<file path="config.mk">
export PLATFORM = sky130hd
export DESIGN_NAME = fcvt_wb_queue
export DESIGN_NICKNAME = d
export VERILOG_FILES = /design/src/rtl/fcvt_wb_queue.sv
export SDC_FILE = /design/constraint.sdc
export NUM_CORES = 1
export LEC_CHECK = 0
export CORE_UTILIZATION = 53
export DETAILED_ROUTE_END_ITERATION = 6
export PLACE_DENSITY_LB_ADDON = 0.05
export SETUP_SLACK_MARGIN = 0.15
export SLEW_MARGIN = 20
export SYNTH_ARGS = -nofsm -noshare
export SYNTH_HDL_FRONTEND = slang
export SYNTH_SLANG_ARGS = --single-unit
</file>
<file path="constraint.sdc">
create_clock -name CLK -period 8.7 [get_ports CLK]
set_input_delay 0.87 -clock CLK [delete_from_list [all_inputs] [get_ports CLK]]
set_output_delay 0.87 -clock CLK [all_outputs]
set_load 0.02 [all_outputs]
</file>
<file path="src/rtl/fcvt_wb_queue.sv">
// Writeback buffer between the int-to-float converter and the FP register file.
// Holds up to DEPTH results and accrues the NX flag of retired entries into fflags.
module fcvt_wb_queue #(
  parameter int F_WIDTH = 32,
  parameter int R_ADDR  = 5,
  parameter int DEPTH   = 2
) (
  input  logic               CLK,
  input  logic               RST,
  input  logic               in_valid,
  output logic               in_ready,
  input  logic [F_WIDTH-1:0] in_data,
  input  logic [R_ADDR-1:0]  in_rd,
  input  logic               in_inexact,
  output logic               wb_valid,
  input  logic               wb_ready,
  output logic [F_WIDTH-1:0] wb_data,
  output logic [R_ADDR-1:0]  wb_rd,
  input  logic               flush,
  input  logic               csr_fflags_we,
  input  logic [4:0]         csr_fflags_wdata,
  output logic [4:0]         fflags
);

  localparam int PW = (DEPTH > 1) ? $clog2(DEPTH) : 1;
  localparam int CW = PW + 1;

  logic [F_WIDTH-1:0] data_q [DEPTH];
  logic [R_ADDR-1:0]  rd_q   [DEPTH];
  logic               nx_q   [DEPTH];

  logic [PW-1:0] rptr_q, rptr_d;
  logic [PW-1:0] wptr_q, wptr_d;
  logic [CW-1:0] count_q, count_d;
  logic [4:0]    fflags_q, fflags_d;

  logic push, pop, nx_ret;

  assign in_ready = (count_q != CW'(DEPTH));
  assign wb_valid = (count_q != '0);
  assign wb_data  = data_q[rptr_q];
  assign wb_rd    = rd_q[rptr_q];
  assign fflags   = fflags_q;

  assign push   = in_valid & in_ready & ~flush;
  assign pop    = wb_valid & wb_ready;
  assign nx_ret = pop & nx_q[rptr_q];

  always_comb begin
    rptr_d  = rptr_q;
    wptr_d  = wptr_q;
    count_d = count_q;
    if (pop)  rptr_d = rptr_q + 1'b1;
    if (push) wptr_d = wptr_q + 1'b1;
    case ({push, pop})
      2'b10:   count_d = count_q + 1'b1;
      2'b01:   count_d = count_q - 1'b1;
      default: count_d = count_q;
    endcase
    // A pop in the flush cycle still retires; everything left behind is dropped.
    if (flush) begin
      rptr_d  = '0;
      wptr_d  = '0;
      count_d = '0;
    end
    fflags_d = (csr_fflags_we ? csr_fflags_wdata : fflags_q) | {4'b0, nx_ret};
  end

  always_ff @(posedge CLK) begin
    if (RST) begin
      rptr_q   <= '0;
      wptr_q   <= '0;
      count_q  <= '0;
      fflags_q <= '0;
      for (int i = 0; i < DEPTH; i++) begin
        data_q[i] <= '0;
        rd_q[i]   <= '0;
        nx_q[i]   <= 1'b0;
      end
    end else begin
      rptr_q   <= rptr_d;
      wptr_q   <= wptr_d;
      count_q  <= count_d;
      fflags_q <= fflags_d;
      if (push) begin
        data_q[wptr_q] <= in_data;
        rd_q[wptr_q]   <= in_rd;
        nx_q[wptr_q]   <= in_inexact;
      end
    end
  end

endmodule

</file>
# ---- Yosys cells after proc, flatten, opt, wreduce, memory -nomap -nowiden
# Memory sizes are Yosys's and may differ from the RTL's. A register that Yosys moved wholly into a read port is not among the register bits.
# Index checks and enable logic that the tools add are counted.
dict set report totals {
  latchBits 0
  register_bits 9
  memories 3
  mem_bits_ro 0
  out_inout_bits 44
  wordCells 48
  mem_bits_rw 76
  in_bits 49
}
dict set report classes {
  bitwise_logic 6
  add_sub_neg 4
  reduce_logical 6
  div 0
  order_cmp 0
  mul 0
  n_eq_ne 3
  shift 0
  n_mux 22
}
# name words width rd rd_clocked_by_memory_dff write_ports line_no
set memory_table {}
lappend memory_table {data_q 2 32 1 1 2 28} ;# logic [F_WIDTH-1:0] data_q [DEPTH];
lappend memory_table {rd_q 2 5 1 1 2 29} ;# logic [R_ADDR-1:0] rd_q [DEPTH];
lappend memory_table {nx_q 2 1 1 1 2 30} ;# logic nx_q [DEPTH];
# op n
set op_table {}
lappend op_table {{32-bit 2-to-1 mux} 1}
lappend op_table {{32-bit OR reduction} 1}
lappend op_table {{1-bit 2-to-1 mux} 18}
lappend op_table {{5-bit 2-to-1 mux} 2}
lappend op_table {{5-bit by 1-bit bitwise OR with 5-bit output} 1}
lappend op_table {{5-bit OR reduction} 1}
lappend op_table {{1-bit bitwise AND} 4}
lappend op_table {{2-bit one-hot mux with 2 select lines} 1}
lappend op_table {{2-bit nonzero test} 2}
lappend op_table {{1-bit adder, second input constant} 2}
lappend op_table {{2-bit by 1-bit adder with 2-bit output, second input constant} 1}
lappend op_table {{2-bit by 1-bit == test with 1-bit output, second input constant} 1}
lappend op_table {{2-bit == test, second input constant} 1}
lappend op_table {{2-bit != test, second input constant} 1}
lappend op_table {{2-bit OR reduction} 1}
lappend op_table {{2-bit by 1-bit subtractor with 2-bit output, second input constant} 1}
lappend op_table {{1-bit NOT} 1}
lappend op_table {{1-bit OR reduction} 1}

# ---- Logic depth before layout (Yosys ltp)
# Gate-level depths: netlist of run 1.
dict set report depth {
  depth_word 8
  ltp_mapped 6
  ltp_nobuf 6
}

# ---- Least setup slack after synthesis of run 1
# No wires, ideal clock.
dict set report synth_path {
  kind {input to register}
  startpoint {in in_valid}
  endpoint {mem data_q[0][0], enable pin}
  required_time_ns 8.259
  arrival_ns 3.176
  setup_time_ns 0.441
  path_buffers 0
  setup_slack_ns 5.083
  stages 3
  path_cell_list {inv_1 > or3_1 > o21bai_1}
}
# element line_no
set synth_rtl {}
lappend synth_rtl {{from (decl)} 10} ;# input logic in_valid,
lappend synth_rtl {{to (decl)} 28}

==> impl_metrics.yaml, run 1 <==
timing:
  skew_ns: 0.0148
  fin_crit_ns: 3.12
  fin_crit_sh_pct: 35.9
  rsz0062_at_grt: "false"
  setup-tns-final_ns: 0
  setup_violations: 0
  hold_violations: 0
  max_freq_mhz: 320
  worstMarginPinSlew_ns: 0.971
  final_max_slew_viol_count: 0
  setup_slack_ns: 5.58
  max_slew_margin_pct: 35.3
logic_synthesis:
  synth_edf_count: 76
  synthTopCellsByCount: "and2_1, edfxtp_1, mux2_2"
  synthArstFlopShare_pct: 0
  synth_cell_types: 26
  syn-instance-count: 249
  synth_area_per_cell_um2: 15.0
  synth_seq_area_share_pct: 66.3
  synth.top_cell.area_share_pct: 60.9
  synth_top_flop_cell: "edfxtp_1"
  ys_ff_latch: 86
  yosysWarnings: 0
  ys_top_cells_by_area: "edfxtp_1, and2_1, mux2_2"
  syn_nets: 299
  yosysTopAreaCell: "edfxtp_1"
  syn_area_um2: 3740
worst_setup_path:
  crit_type: "flip-flop to primary output"
  r2r_start: "count_q[0]"
  crit_fanout: 38
  arrival_ns: 2.25
  start_kind: "flip-flop"
  crit_required_ns: 7.83
  cp-end-kind: "primary output"
place:
  placedCellCount: 426
  gp_congestion: 0.684
  pre_cts_slack_ns: 5.39
  hpwl_mm: 4.17
  io_buffers: 92
finish:
  fin_nets: 391
  insertedDiodeCount: 0
  layout.cells.non_filler: 442
  seq_area_um2: 2480
  syn_to_final_growth_pct: 32.1
  multi_input_area_um2: 1170
  drive_gt1_share_pct: 17.9
  fillers: 463
floorplan:
  initial_core_util_pct: 55.1
  die-area_um2: 7410
  die_h_um: 86.1
  io_pins: 93
  core_area_um2: 6790
  dieWidth_um: 86.1
  rows: 30
worst_hold_path:
  holdCritStartpoint: "fflags[3]"
  min_path_type: "flip-flop to flip-flop"
clocking:
  cts_sinks: 86
  clk_latency_ns: 0.34
  root_buffer: "clkbuf_8"
  postCtsSetupRepairBufs: 0
  clock_path_buffers: 2
  ctsHtreeMaxLevel: 3
  cts_tree: "built"
  numCtsBuffers: 9
  post_cts_resized: 0
  cts_hold_buf: 0
  path_clk_slew_ns: 0.08
power_and_ir_drop:
  power_frac_clock_pct: 33.4
  power_frac_comb_pct: 12.5
  power.internal_mw: 0.692
  powerDensity_nw_per_um2: 178
  seq_power_share_pct: 54.1
  p_leak_nw: 1.85
  swShare_pct: 21.5
  power.switching_mw: 0.189
  vdd_ir_drop_max_v: 0.0000876
global_routing:
  gr-usage-all-layers_pct: 19.2
  grt_pass1_wl_mm: 10.5
  grt_overflow: 0
  antenna_found_initial: 0
  grt_max_degree: 39
  grt_pass1_vias: 2201
route:
  first_iter_violations: 78
  vias: 2199
  drt-pass1-iter-count: 6
  drc: 0
  ant_nets: 0
  avgViaCountPerCell: 4.98
  wl_per_cell_um: 15.0
  drt-total-wl_mm: 6.65
run:
  maxCapViolations: 0
outcome:
  status: "complete, no violations"
-- placed cells by master, fill, tap and decap left out, types with 2 or more instances in the layout --
| cell | Yosys | layout |
|---|---|---|
| clkdlybuf4s50_1 | 0 | 92 |
| and2_1 | 76 | 76 |
| edfxtp_1 | 76 | 76 |
| mux2_2 | 38 | 38 |
| clkbuf_8 | 0 | 9 |
| dfxtp_1 | 10 | 9 |
| nor2_1 | 7 | 7 |
| mux2i_1 | 5 | 5 |
| or3_1 | 3 | 3 |
| a21oi_1 | 3 | 3 |
| clkinv_2 | 0 | 3 |
| inv_1 | 2 | 2 |
| or2_2 | 2 | 2 |
| xnor2_1 | 2 | 2 |
| o21ai_0 | 2 | 2 |
| bufinv_16 | 0 | 2 |
| clkbuf_1 | 3 | 2 |
| buf_4 | 1 | 2 |
-- layer usage --
| metal | GRT usage [%] | vias to the layer above | share of wire, % | wire [um] |
|---|---|---|---|---|
| li1 | - | 1065 | - | - |
| met4 | 7.73 | 0 | 1.2 | 82 |
| met1 | 23.0 | 1061 | 41 | 2720 |
| met5 | 0 | - | 0 | 0 |
| met2 | 33.0 | 66 | 52 | 3470 |
| met3 | 5.29 | 7 | 5.7 | 382 |
-- area by class of cell --
| type | instances | share of cell area [%] |
|---|---|---|
| multi-input combinational | 147 | 23.6 |
| tap | 96 | 2.43 |
| sequential | 86 | 50.2 |
| clock buffer | 11 | 2.66 |
| clock inverter | 5 | 1.52 |
| timing repair buffer | 95 | 19.5 |
| inverter | 2 | 0.152 |
-- critical path, cell delays in order (launching register included) --
cell and delay (ns):
dfxtp_2 0.92, mux2_2 0.44, clkdlybuf4s50_1 0.55
-- sequential cells by signal, indices dropped and copies added, names as in the netlist, named ones only --
name and count:
data_q 64, fflags 5, nx_q 2, count_q 2, rd_q 10, rptr_q 1
wptr_q 1
-- worst paths after layout --
| kind | cells after the start | slack [ns] | to |
|---|---|---|---|
| setup / recovery | 2 | 5.58 | wb_rd[4] |
| hold / removal | 2 | 0.51 | fflags[3] |
| setup reg to reg | 4 | 6.53 | data_q[0][15] |
| hold reg to reg | 2 | 0.51 | fflags[3] |
-- metrics by stage --
stage	hold WS (ns)	utilization (%)	power [mW]	instance area, um^2
floorplan	0.478	-	0.537	3740
global placement	0.479	69.4	0.593	4710
detailed placement	0.488	69.8	0.597	4740
CTS	0.512	72.8	0.888	4950
global route	0.553	72.8	0.916	4950
finish	0.513	72.8	0.881	4950
-- power by group through the flow --
stage                     sequential [mW]  clock, mW  combinational, mW
after floorplan                     0.486          0             0.0516
final                               0.477      0.294              0.110
after CTS                           0.477      0.299              0.111
after global placement              0.485          0              0.108
after global routing                0.479      0.320              0.117
after detailed placement            0.487          0              0.111
-- logic make-up after synthesis --
| group | share of synthesized area, % |
|---|---|
| buf+inv | 2.87 |
| flops | 66.3 |
| xor+xnor | 0.702 |
| simple gates | 16.0 |
| fa+ha+maj | 0.334 |
| compound gates | 1.07 |
| mux | 12.8 |
(Power assumes the default switching activity.)
==> run 2: changes to the inputs <==
CORE_UTILIZATION = 49   (was 53)
clock period = 2.9 ns   (was 8.7 ns; I/O delays follow)
==> run 2 against run 1 <==
  * Global-route usage is 2.6 points lower
  * Non-clock buffer count is 3 higher
  * Via count is 0.68% lower
  * Die area is 8.0% higher
  * Flip-flop and latch count stayed put
  * Register-to-register slack worse by 5.6 ns
  * Critical endpoint unchanged
  * Largest cell class unchanged
  * Critical path depth is 1 higher
  * First-iteration DRC count is 12% higher
  * Setup slack worse by 5.0 ns
  * Clock power grew to 2.9 times the previous value
  * Cell area is 0.99% higher
==> impl_metrics.yaml, run 2 (synthesis gave the netlist of run 1 again) <==
timing:
  setup-tns-final_ns: 0
  hold_ws_ns: 0.509
  fin_crit_sh_pct: 78.8
  max_freq_mhz: 437
  hold_violations: 0
  max_slew_margin_pct: 74.9
  skew_ns: 0.00886
  final_max_slew_viol_count: 0
  rsz0062_at_grt: "false"
  setup_violations: 0
  worstMarginPinSlew_ns: 0.377
  fin_crit_ns: 2.29
global_routing:
  grt_pass1_wl_mm: 9.58
  grt_overflow: 0
  antenna_found_initial: 0
  grt_pass1_vias: 2059
  gr-usage-all-layers_pct: 16.7
  grt_max_degree: 39
clocking:
  cts_hold_buf: 0
  numCtsBuffers: 9
  cts_tree: "built"
  path_clk_slew_ns: 0.08
  root_buffer: "clkbuf_8"
  post_cts_resized: 0
  ctsHtreeMaxLevel: 3
  postCtsSetupRepairBufs: 0
  clk_latency_ns: 0.33
  clock_path_buffers: 2
  cts_sinks: 86
power_and_ir_drop:
  powerDensity_nw_per_um2: 526
  vdd_ir_drop_max_v: 0.000270
  p_leak_nw: 1.87
worst_setup_path:
  start_kind: "flip-flop"
  crit_type: "flip-flop to primary output"
  crit_fanout: 29
  crit_required_ns: 2.61
  arrival_ns: 2.00
  rr_worst_depth: 5
  cp-end-kind: "primary output"
finish:
  fin_nets: 394
  drive_gt1_share_pct: 18.6
  insertedDiodeCount: 0
  layout_commonest_cell: "clkdlybuf4s50_1"
  largest_reg_flops: 64
  final_cell_mix: "clkdlybuf4s50_1, and2_1, edfxtp_1"
  top_register: "data_q"
  syn_to_final_growth_pct: 33.4
route:
  drt-pass1-iter-count: 5
  drc: 0
  wl_per_cell_um: 14.2
  drt-total-wl_mm: 6.37
  ant_nets: 0
  first_iter_violations: 87
  vias: 2184
  avgViaCountPerCell: 4.88
outcome:
  status: "complete, no violations"
floorplan:
  die_h_um: 89.4
  initial_core_util_pct: 51.1
  die-area_um2: 8000
  core_area_um2: 7330
  dieWidth_um: 89.4
  io_pins: 93
  rows: 31
worst_hold_path:
  holdPathStages: 2
  min_path_type: "flip-flop to flip-flop"
place:
  hpwl_mm: 4.13
  gp_congestion: 0.785
  io_buffers: 92
run:
  maxCapViolations: 0
==> run 2: cell types whose count changed in the layout (fill, tap and decap cells not counted) <==
cell / before / now
clkbuf_16: 0 / 1
buf_16: 1 / 0
bufinv_16: 2 / 1
clkbuf_8: 9 / 10
clkinv_2: 3 / 1
buf_4: 2 / 3
inv_4: 0 / 1
buf_12: 0 / 3
==> run 2: cell type report <==
| class | instances | area, um^2 |
|---|---|---|
| Timing Repair Buffer | 98 | 1000 |
| Multi-Input combinational cell | 147 | 1170 |
| Tap cell | 99 | 124 |
| Clock inverter | 3 | 41.3 |
| Sequential cell | 86 | 2480 |
| Inverter | 2 | 7.51 |
| Clock buffer | 13 | 170 |
| Fill cell | 535 | 2330 |
==> run 2: routing by layer <==
layer / wire length [um] / GRT usage (%)
met4: 61 / 4.47
met1: 2670 / 19.5
met5: 0 / 0
met3: 325 / 4.99
met2: 3310 / 29.8
==> run 2: power breakdown <==
group	switching [mW]	total, mW	internal, mW
clock network	0.392	0.866	0.474
logic	0.148	0.334	0.186
registers	0.0171	1.43	1.41
total	0.557	2.63	2.07
==> run 2: worst paths after layout <==
path	start	to	slack, ns
worst max-delay path	flip-flop	wb_rd[4]	0.61
worst min-delay path	fflags[3]	fflags[3]	0.51
worst max register to register	count_q[0]	count_q[1]	0.94
worst min register to register	fflags[3]	fflags[3]	0.51
==> run 2: stage by stage <==
step           instances  worst slack [ns]  total power [mW]  area (um^2)  utilization [%]
6_report             448             0.614              2.63         5000             68.2
5_1_grt              448             0.520              2.72         5000             68.2
4_1_cts              448             0.578              2.65         5000             68.2
3_5_place_dp         432             0.518              1.79         4780             65.3
3_3_place_gp         432             0.574              1.79         4780             65.3
2_1_floorplan        249             0.508              1.61         3750                -
==> run 2: worst max-delay path, cell delays in order (launching register included) <==
cell,delay [ns]
dfxtp_2,0.49
buf_12,0.24
mux2_2,0.35
clkdlybuf4s50_1,0.56
==> run 3: changes to the inputs <==
clock period = 2.3 ns   (was 2.9 ns; I/O delays follow)
==> run 3 against run 2 <==
  * Core utilization up 2.2 points
  * Highest routed layer unchanged
  * Final cell count up 1.3%
  * Wire length grew 6.8%
  * Cell area grew 3.2%
==> impl_metrics.yaml, run 3 (synthesis gave the netlist of run 1 again) <==
route:
  drt-pass1-iter-count: 4
  avgViaCountPerCell: 4.93
  first_iter_violations: 71
  ant_nets: 0
  drt-total-wl_mm: 6.80
  drc: 0
  wl_per_cell_um: 15.0
  vias: 2240
worst_setup_path:
  start_kind: "flip-flop"
  crit_fanout: 15
  crit_required_ns: 2.07
  crit_type: "flip-flop to primary output"
  cp-end-kind: "primary output"
  arrival_ns: 1.76
global_routing:
  grt_pass1_vias: 2248
  grt_overflow: 0
  grt_max_degree: 39
  antenna_found_initial: 0
  grt_pass1_wl_mm: 10.2
  gr-usage-all-layers_pct: 17.7
run:
  maxCapViolations: 0
place:
  gp_congestion: 0.749
  io_buffers: 92
  hpwl_mm: 4.20
floorplan:
  io_pins: 93
  rows: 31
  core_area_um2: 7330
  die_h_um: 89.4
  die-area_um2: 8000
  dieWidth_um: 89.4
  initial_core_util_pct: 51.1
clocking:
  clk_latency_ns: 0.35
  root_buffer: "clkbuf_8"
  cts_tree: "built"
  ctsHtreeMaxLevel: 3
  clock_path_buffers: 2
  path_clk_slew_ns: 0.08
  cts_sinks: 86
  numCtsBuffers: 9
finish:
  insertedDiodeCount: 0
  top_register: "data_q"
  final_cell_mix: "and2_1, edfxtp_1, clkdlybuf4s50_1"
  largest_reg_flops: 64
  multi_input_area_um2: 1170
  seq_area_um2: 2490
  drive_gt1_share_pct: 20.0
  syn_to_final_growth_pct: 37.7
  fin_nets: 400
  fillers: 515
timing:
  skew_ns: 0.00814
  hold_violations: 0
  max_freq_mhz: 501
  rsz0062_at_grt: "false"
  final_max_slew_viol_count: 0
  worstMarginPinSlew_ns: 0.355
  fin_crit_sh_pct: 86.7
  setup_violations: 0
  setup-tns-final_ns: 0
  fin_crit_ns: 1.99
  max_slew_margin_pct: 76.3
power_and_ir_drop:
  vdd_ir_drop_max_v: 0.000441
  powerDensity_nw_per_um2: 669
  p_leak_nw: 2.27
  p_total_mw: 3.45
outcome:
  status: "complete, no violations"
worst_hold_path:
  min_path_type: "input port to flip-flop"
run 3: layout make-up:
| type | instances | share of cell area [%] |
|---|---|---|
| Tap cell | 99 | 2.40 |
| Multi-Input combinational cell | 147 | 22.6 |
| Clock inverter | 6 | 2.14 |
| Sequential cell | 86 | 48.2 |
| Clock buffer | 10 | 2.48 |
| Inverter | 2 | 0.146 |
| Timing Repair Buffer | 104 | 22.0 |
run 3: what timing repair did:
item / in CTS / in global routing
setup buffers: 0 / 2
gates cloned: 0 / 1
hold buffers: 0 / 0
resized for setup: 1 / 29
endpoints found under the setup margin: 30 / 29
run 3: final timing paths:
kind,start,end,slack [ns],cells past startpoint
max,flip-flop,wb_data[25],0.31,3
min,csr_fflags_wdata[3],fflags[3],0.49,3
min reg2reg,fflags[1],fflags[1],0.50,2
max reg2reg,count_q[0],count_q[1],0.31,5
run 3: routing by layer:
metal / part of all wire, % / global-route usage (%) / vias up / wire length [um]
li1: - / - / 1080 / -
met3: 4.8 / 4.06 / 13 / 326
met5: 0 / 0 / - / 0
met1: 41 / 19.4 / 1089 / 2770
met2: 52 / 31.8 / 58 / 3560
met4: 2.1 / 9.24 / 0 / 142
run 3: worst max-delay path, stage by stage, from the launching register on:
cell and delay, ns:
dfxtp_4 0.37, clkbuf_16 0.18, mux2_2 0.33, clkdlybuf4s50_1 0.53
run 3: metrics by stage:
step                setup slack (ns)  std cells  utilization, %  instance area [um^2]  hold slack [ns]
floorplan                      0.298        249               -                  3760            0.299
global placement               0.262        435            65.6                  4810            0.477
detailed placement             0.190        435            65.6                  4810            0.490
CTS                           0.0603        451            68.8                  5040            0.478
global route                   0.223        454            70.3                  5160            0.505
finish                         0.305        454            70.3                  5160            0.492
run 3: where the power goes:
group          switching, mW  internal (mW)
registers             0.0211           1.78
clock network          0.514          0.720
logic                  0.189          0.231
